[config.mk]
export PLATFORM = sky130hd
export DESIGN_NAME = capture_sequencer
export DESIGN_NICKNAME = d
export VERILOG_FILES = /design/src/rtl/capture_sequencer_pkg.sv /design/src/rtl/capture_sequencer.sv
export SDC_FILE = /design/constraint.sdc
export NUM_CORES = 1
export LEC_CHECK = 0
export ABC_CLOCK_PERIOD_IN_PS = 5100
export CAP_MARGIN = 15
export CORE_UTILIZATION = 45
export CTS_CLUSTER_SIZE = 16
export DETAILED_ROUTE_END_ITERATION = 7
export HOLD_SLACK_MARGIN = 0.06
export PLACE_DENSITY = 0.72
export SLEW_MARGIN = 10
export SYNTH_ARGS = -nofsm -noshare
export SYNTH_HDL_FRONTEND = slang
export SYNTH_SLANG_ARGS = --single-unit
[constraint.sdc]
create_clock -name clock_in -period 5.1 [get_ports clock_in]
set_clock_uncertainty 0.05 [all_clocks]
set_input_delay 1.02 -clock clock_in [delete_from_list [all_inputs] [get_ports clock_in]]
set_output_delay 1.02 -clock clock_in [all_outputs]
set_load 0.05 [all_outputs]
[src/rtl/capture_sequencer_pkg.sv]
// rtl/capture_sequencer_pkg.sv - shared camera capture types and buffer address width
package capture_sequencer_pkg;
  localparam int BUFFER_ADDRESS_WIDTH = 16;

  typedef enum logic [1:0] {IDLE, ARMED, CAPTURING, DONE} capture_state_t;
endpackage

[src/rtl/capture_sequencer.sv]
// rtl/capture_sequencer.sv - sequences one still capture into the image buffer, then serves SPI reads
module capture_sequencer
  import capture_sequencer_pkg::*;
#(
  parameter int BUFFER_SIZE        = 40000,
  parameter int ARM_TIMEOUT_CYCLES = 2880000
) (
  input  logic                            clock_in,
  input  logic                            reset_in,
  input  logic                            capture_request_in,
  input  logic                            abort_request_in,
  input  logic                            frame_valid_in,
  input  logic                            line_valid_in,
  input  logic                            read_advance_in,
  output logic                            buffer_write_enable_out,
  output logic [BUFFER_ADDRESS_WIDTH-1:0] buffer_write_address_out,
  output logic [BUFFER_ADDRESS_WIDTH-1:0] buffer_read_address_out,
  output logic [BUFFER_ADDRESS_WIDTH-1:0] bytes_remaining_out,
  output logic                            busy_out,
  output logic                            done_out,
  output logic                            error_out
);
  localparam int AW = BUFFER_ADDRESS_WIDTH;
  localparam int TW = $clog2(ARM_TIMEOUT_CYCLES + 1);
  localparam logic [TW-1:0] TIMEOUT_LAST = TW'(ARM_TIMEOUT_CYCLES - 1);
  localparam logic [AW-1:0] BUF_LIMIT    = AW'(BUFFER_SIZE);

  capture_state_t r_state;
  logic           r_fv_prev;
  logic [AW-1:0]  r_write_count;
  logic [AW-1:0]  r_read_address;
  logic [AW-1:0]  r_write_address;
  logic [TW-1:0]  r_timeout;
  logic           r_write_enable;
  logic           r_error;
  logic           r_busy;
  logic           r_done;

  logic           w_rise;
  logic           w_fall;
  logic           w_pixel;
  logic           w_take;
  logic           w_arm;
  logic [AW-1:0]  w_remaining;

  assign w_rise      = frame_valid_in & ~r_fv_prev;
  assign w_fall      = ~frame_valid_in & r_fv_prev;
  assign w_pixel     = frame_valid_in & line_valid_in;
  // The rising-edge cycle itself already carries the first pixel of the frame.
  assign w_take      = ~abort_request_in &
                       (((r_state == ARMED) && w_rise) || (r_state == CAPTURING));
  assign w_arm       = ~abort_request_in & capture_request_in &
                       ((r_state == IDLE) || (r_state == DONE));
  assign w_remaining = r_write_count - r_read_address;

  always_ff @(posedge clock_in) begin
    if (reset_in) begin
      r_state         <= IDLE;
      r_fv_prev       <= 1'b0;
      r_write_count   <= '0;
      r_read_address  <= '0;
      r_write_address <= '0;
      r_timeout       <= '0;
      r_write_enable  <= 1'b0;
      r_error         <= 1'b0;
      r_busy          <= 1'b0;
      r_done          <= 1'b0;
    end else begin
      r_fv_prev      <= frame_valid_in;
      r_write_enable <= 1'b0;

      if (w_take && w_pixel) begin
        if (r_write_count < BUF_LIMIT) begin
          r_write_enable  <= 1'b1;
          r_write_address <= r_write_count;
          r_write_count   <= r_write_count + AW'(1);
        end else begin
          r_error <= 1'b1;
        end
      end

      if (abort_request_in) begin
        r_state <= IDLE;
        r_busy  <= 1'b0;
        r_done  <= 1'b0;
      end else if (w_arm) begin
        r_state        <= ARMED;
        r_busy         <= 1'b1;
        r_done         <= 1'b0;
        r_write_count  <= '0;
        r_read_address <= '0;
        r_timeout      <= '0;
        r_error        <= 1'b0;
      end else begin
        case (r_state)
          ARMED: begin
            if (w_rise) begin
              r_state <= CAPTURING;
            end else if (r_timeout == TIMEOUT_LAST) begin
              r_state <= IDLE;
              r_busy  <= 1'b0;
              r_error <= 1'b1;
            end else begin
              r_timeout <= r_timeout + TW'(1);
            end
          end
          CAPTURING: begin
            if (w_fall) begin
              r_state <= DONE;
              r_busy  <= 1'b0;
              r_done  <= 1'b1;
            end
          end
          DONE: begin
            // Reads stop at the end of the capture rather than wrapping.
            if (read_advance_in && (w_remaining != '0)) begin
              r_read_address <= r_read_address + AW'(1);
            end
          end
          default: ;
        endcase
      end
    end
  end

  assign buffer_write_enable_out  = r_write_enable;
  assign buffer_write_address_out = r_write_address;
  assign buffer_read_address_out  = r_read_address;
  assign bytes_remaining_out      = r_done ? w_remaining : '0;
  assign busy_out                 = r_busy;
  assign done_out                 = r_done;
  assign error_out                = r_error;
endmodule

## Word level (Yosys, flattened, before mapping)

Index checks and enable logic that the tools add are counted.

- Logic and storage cells: 90
- Register bits: 77
- Output and inout bits: 52
- Bits of input ports: 7

- Reduce and logical (&&, ||, !) cells: 22
- Eq/ne operators: 12
- Add/sub/neg operators: 4
- Mux-type cells: 30
- Magnitude comparators: 1
- Bitwise operators: 10

Operator list:

| operator | count |
|---|---|
| 16-bit two-way mux | 8 |
| 22-bit two-way mux | 4 |
| 16-bit by 1-bit adder with 16-bit output, second input constant | 2 |
| 22-bit by 1-bit adder with 22-bit output, second input constant | 1 |
| 22-bit equality test, second input constant | 1 |
| 16-bit < comparator, second input constant | 1 |
| 16-bit nonzero test | 1 |
| 16-bit subtractor | 1 |
| 1-bit two-way mux | 13 |
| 3-bit AND reduction | 3 |
| 4-bit AND reduction | 2 |
| 2-bit nonzero test | 4 |
| 1-bit AND | 6 |
| 2-bit two-way mux | 3 |
| 3-bit by 2-bit inequality test with 1-bit output, second input constant | 2 |
| 3-bit inequality test, second input constant | 2 |
| 2-bit equality test, second input constant | 2 |
| 2-bit inequality test, second input constant | 2 |
| 4-bit by 3-bit inequality test with 1-bit output, second input constant | 1 |
| 1-bit NOT | 4 |
| 2-bit case mux with 2 select lines | 1 |
| 2-bit AND reduction | 2 |
| 2-bit OR reduction | 2 |
| 1-bit logical AND | 3 |
| 7 further kinds | 8 |

## Depth between registers and ports, before layout

- Depth in word-level cells: 12
- Gate-level depth with buffers: 15
- Gate-level depth less buffers: 13

## Worst setup path before layout

OpenSTA, ideal clock, no wires.

- Kind: reg-to-output
- From: reg r_read_address[0] (netlist: buffer_read_address_out[0])
- To: out bytes_remaining_out[14]
- Arrival: 3.191 ns
- Cell stages (with the launch flop): 9
- Path slack: 0.839 ns
- Path through: dfxtp_1 -> ha_1 -> inv_1 -> fa_1 -> a21o_1 -> a221oi_1 -> or3_1 -> a41oi_1 -> a21oi_1

- Word-level cells in the longest chain between the ends: 2

Ends and longest elaborated chain:

| item | RTL line | RTL |
|---|---|---|
| start: declaration | capture_sequencer.sv:31 | `logic [AW-1:0] r_read_address;` |
| start signal: assignment | capture_sequencer.sv:117 | `r_read_address <= r_read_address + AW'(1);` |
| 16-bit subtractor | capture_sequencer.sv:54 | `assign w_remaining = r_write_count - r_read_address;` |
| 16-bit two-way mux | capture_sequencer.sv:129 | `assign bytes_remaining_out = r_done ? w_remaining : '0;` |
| end: declaration | capture_sequencer.sv:18 | `output logic [BUFFER_ADDRESS_WIDTH-1:0] bytes_remaining_out,` |

Every way passes these cells.

## Worst setup path in the final report

- From: reg r_read_address[2] (netlist: buffer_read_address_out[2])
- To: out bytes_remaining_out[13]

The elaborated chain is that of the path after synthesis.

==> summary.txt <==
Layout
  – ANT cells: 0
  – Share of cells above drive strength 1: under 10%
  – Area grow syn2layout: 20.4%
  – Layout Nets: about 640

Worst setup path
  – Critical Path AT: ~3.6 ns
  – CP Launch Type: flip-flop
  – Worst path cell trace: inv_1 -> ha_1 -> nor2_1 -> a21oi_1 -> a221o_1 -> a211o_1 -> o31ai_1 -> xnor2_1 -> nor2_1 -> clkdlybuf4s50_1
  – CP endpoint kind: output pin
  – CP peak stage delay: between 0.8 and 0.9 ns
  – Worst Path Required: just over 4 ns
  – Slowest-stage cell, CP: clkdlybuf4s50_1
  – Critical setup path kind: reg2out
  – Most used cell, CP: nor2_1
  – CP Max Fanout: 11

Run
  – Max-Cap Viols: 0

Logic synthesis
  – Synthesis-stage register bit count: 77
  – Ys flop type: dfxtp_1
  – Number of synthesized flops with an enable pin: 0
  – Yosys warnings: 0
  – Avg Inst Size Synth: around 7.9 µm²
  – Post-Syn Nets: 587
  – Instance count of the mapped netlist: 556
  – Synth cell types: 54
  – Post-synthesis sequential area ratio: about a third
  – FFs w/ async S/R, synth: 0%
  – Cell area after synthesis: about 4400 µm²

Power
  – Peak supply drop: about 170 µV
  – Pwr dens: approximately 220 nW/µm²
  – Leak Pwr: approximately 1.9 nW

Timing
  – Max_slew headroom: a little under a third
  – Max Slew Vio Count: 0
  – Final Cycle Share: 90.9%
  – Worst-Margin Slew: between 1 and 1.5 ns
  – Hold Vio Cnt, Final: 0
  – RSZ-0062 raised after global routing: false
  – FMAX: about 220 MHz
  – Clock period minus final worst setup slack: around 4.6 ns
  – Setup TNS: 0 ns
  – Worst setup margin: ~0.47 ns
  – Final setup viols: 0

Clock tree
  – Clk root buf: clkbuf_8
  – Deepest clock path buffer count: 2
  – CTS Hold Bufs: 0
  – Num CTS Buffers: 9
  – Clk pin slew, worst setup/hold paths: roughly 0.090 ns
  – CTS tree: yes
  – Post_cts resized: 0
  – Clock Latency Late Sink: roughly 0.36 ns
  – Setup Buffers After CTS: 0
  – H-tree Lvls: 3
  – Clock sink count: 77

Floorplan
  – Die H: about 100 µm
  – CORE AREA: ~9300 µm²
  – Row count: 35
  – Initial core utilization: 46.8%
  – Die W: 100 µm
  – Die area: about 10,000 µm²
  – IO Count: 59

Global route
  – Initial antenna violation count: 0
  – Largest net degree at the start of global routing: between 50 and 60
  – Total GRT Usage: roughly 22%
  – Vias in the first global route: 3,763
  – Global-route wire length before repair: about 18 mm
  – Total gr overflow: 0

Detailed routing
  – Detailed-route via count: 4,034
  – DRC viols: 0
  – Via/cell ratio: between 5 and 6
  – Routed wire length per instance: about 14 µm
  – Antenna Nets Post-Route: 0
  – Total wire length: roughly 10 mm
  – DR pass1 iterations: 5
  – Iteration-0 DRC Markers: ~170

Run status
  – Status: finished clean

Place
  – Pre-CTS setup slack: around 0.87 ns
  – Detail Placement HPWL: between 7 and 8 mm
  – GPL Wtd Cong: between 0.9 and 1
  – Buffers added on ports: 58

Worst hold path
  – Worst Hold Class: reg2reg
[metal layers]
layer	global-route usage [%]	up-vias	share of wire (%)
li1	-	2047	-
met1	27.9	1895	47
met2	37.9	71	47
met3	4.23	21	3.6
met4	7.80	0	2.5
met5	0	-	0
[sequential cells by signal, indices dropped and copies added, names as in the netlist]
name,count
r_fv_prev,1
error_out,1
r_state,2
buffer_write_enable_out,1
buffer_write_address_out,16
buffer_read_address_out,16
r_timeout,22
r_write_count,16
done_out,1
busy_out,1
[Yosys cell counts (all sizes together), types with 4 or more instances]
library cell / count / area share [%]
dfxtp: 77 / 35
nor2: 73 / 6.3
nand2: 71 / 6.1
a21oi: 42 / 4.8
xor2: 29 / 5.8
ha: 23 / 6.6
inv: 23 / 2.0
o21ai: 20 / 2.3
clkbuf: 18 / 1.5
nand4: 17 / 2.4
nand3: 16 / 1.8
xnor2: 15 / 3.0
and3: 12 / 1.7
or3: 12 / 1.7
nand2b: 10 / 1.4
nor3: 9 / 1.0
and2: 7 / 1.0
or4: 7 / 1.2
a21o: 6 / 1.0
o31ai: 6 / 1.0
nor4: 5 / 0.72
o211ai: 5 / 0.86
and4: 4 / 0.86
mux2i: 4 / 0.92
o21a: 4 / 0.69
[worst paths after layout]
path | startpoint | endpoint | slack [ns] | cells past startpoint
max | buffer_read_address_out[2]$_SDFFE_PP0P_ | bytes_remaining_out[13] | 0.47 | 10
min | buffer_write_address_out[7]$_SDFFE_PP0P_ | buffer_write_address_out[7]$_SDFFE_PP0P_ | 0.41 | 2
max reg2reg | buffer_read_address_out[2]$_SDFFE_PP0P_ | buffer_read_address_out[12]$_SDFFE_PP0P_ | 1.73 | 11
min reg2reg | buffer_write_address_out[7]$_SDFFE_PP0P_ | buffer_write_address_out[7]$_SDFFE_PP0P_ | 0.41 | 2
[power by group]
group,switching [mW],internal [mW],total (mW)
Combinational,0.0228,0.0107,0.0335
Sequential,0.00132,0.602,0.603
Clock,0.235,0.281,0.516
[stage by stage]
| step | hold WS, ns | area (µm²) | cells | total power [mW] | utilization [%] |
|---|---|---|---|---|---|
| finish | 0.406 | 5260 | 740 | 1.15 | 56.4 |
| floorplan | 0.417 | 4370 | 556 | 0.640 | - |
| global route | 0.423 | 5260 | 740 | 1.19 | 56.4 |
| global placement | 0.399 | 5030 | 724 | 0.651 | 54.0 |
| detailed placement | 0.398 | 5030 | 724 | 0.651 | 54.0 |
| CTS | 0.409 | 5260 | 740 | 1.16 | 56.4 |
[cell type report]
type | count | area, µm²
Timing Repair Buffer | 60 | 596
Sequential cell | 77 | 1540
Multi-Input combinational cell | 434 | 2650
Clock buffer | 10 | 128
Inverter | 24 | 90.1
Tap cell | 129 | 161
Clock inverter | 6 | 95.1
Fill cell | 891 | 4070
[worst max-delay path: cells and delay by family, from the launching register on]
kind,cells,cell delay [ns]
compound gates,4,1.06
buf+inv,2,0.91
flops,1,0.53
fa+ha+maj,1,0.34
simple gates,2,0.24
xor+xnor,1,0.13
[cells by family after synthesis]
| logic type | count (synthesis) | share of synthesized area, % |
|---|---|---|
| and+or+nand+nor | 257 | 28.7 |
| AOI/OAI and AO/OA | 105 | 15.0 |
| DFF | 77 | 35.3 |
| buffers and inverters | 45 | 4.10 |
| xor gates and xnor gates | 44 | 8.83 |
| adders and majority gates | 24 | 7.05 |
| muxes | 4 | 0.917 |
[layout by cell type (no fill, tap or decap), drive strengths merged, types with 3 or more instances in the layout]
| master | synthesis | routed |
|---|---|---|
| nor2 | 73 | 73 |
| o21a | 4 | 4 |
| o31ai | 6 | 6 |
| and4 | 4 | 4 |
| clkdlybuf4s50 | 0 | 58 |
| a211oi | 3 | 3 |
| nand2b | 10 | 10 |
| clkbuf | 18 | 10 |
| o211ai | 5 | 5 |
| or4 | 7 | 7 |
| and3 | 12 | 12 |
| o21ai | 20 | 20 |
| ha | 23 | 23 |
| xor2 | 29 | 29 |
| nand4 | 17 | 17 |
| mux2i | 4 | 4 |
| xnor2 | 15 | 15 |
| nor3 | 9 | 9 |
| or2 | 3 | 3 |
| nor2b | 3 | 3 |
| inv | 23 | 25 |
| and2 | 7 | 7 |
| nand2 | 71 | 71 |
| a21oi | 42 | 42 |
| dfxtp | 77 | 77 |
| nor4 | 5 | 5 |
| a21o | 6 | 6 |
| a221oi | 3 | 3 |
| nand3 | 16 | 16 |
| or3 | 12 | 12 |
(Power assumes the default switching activity.)
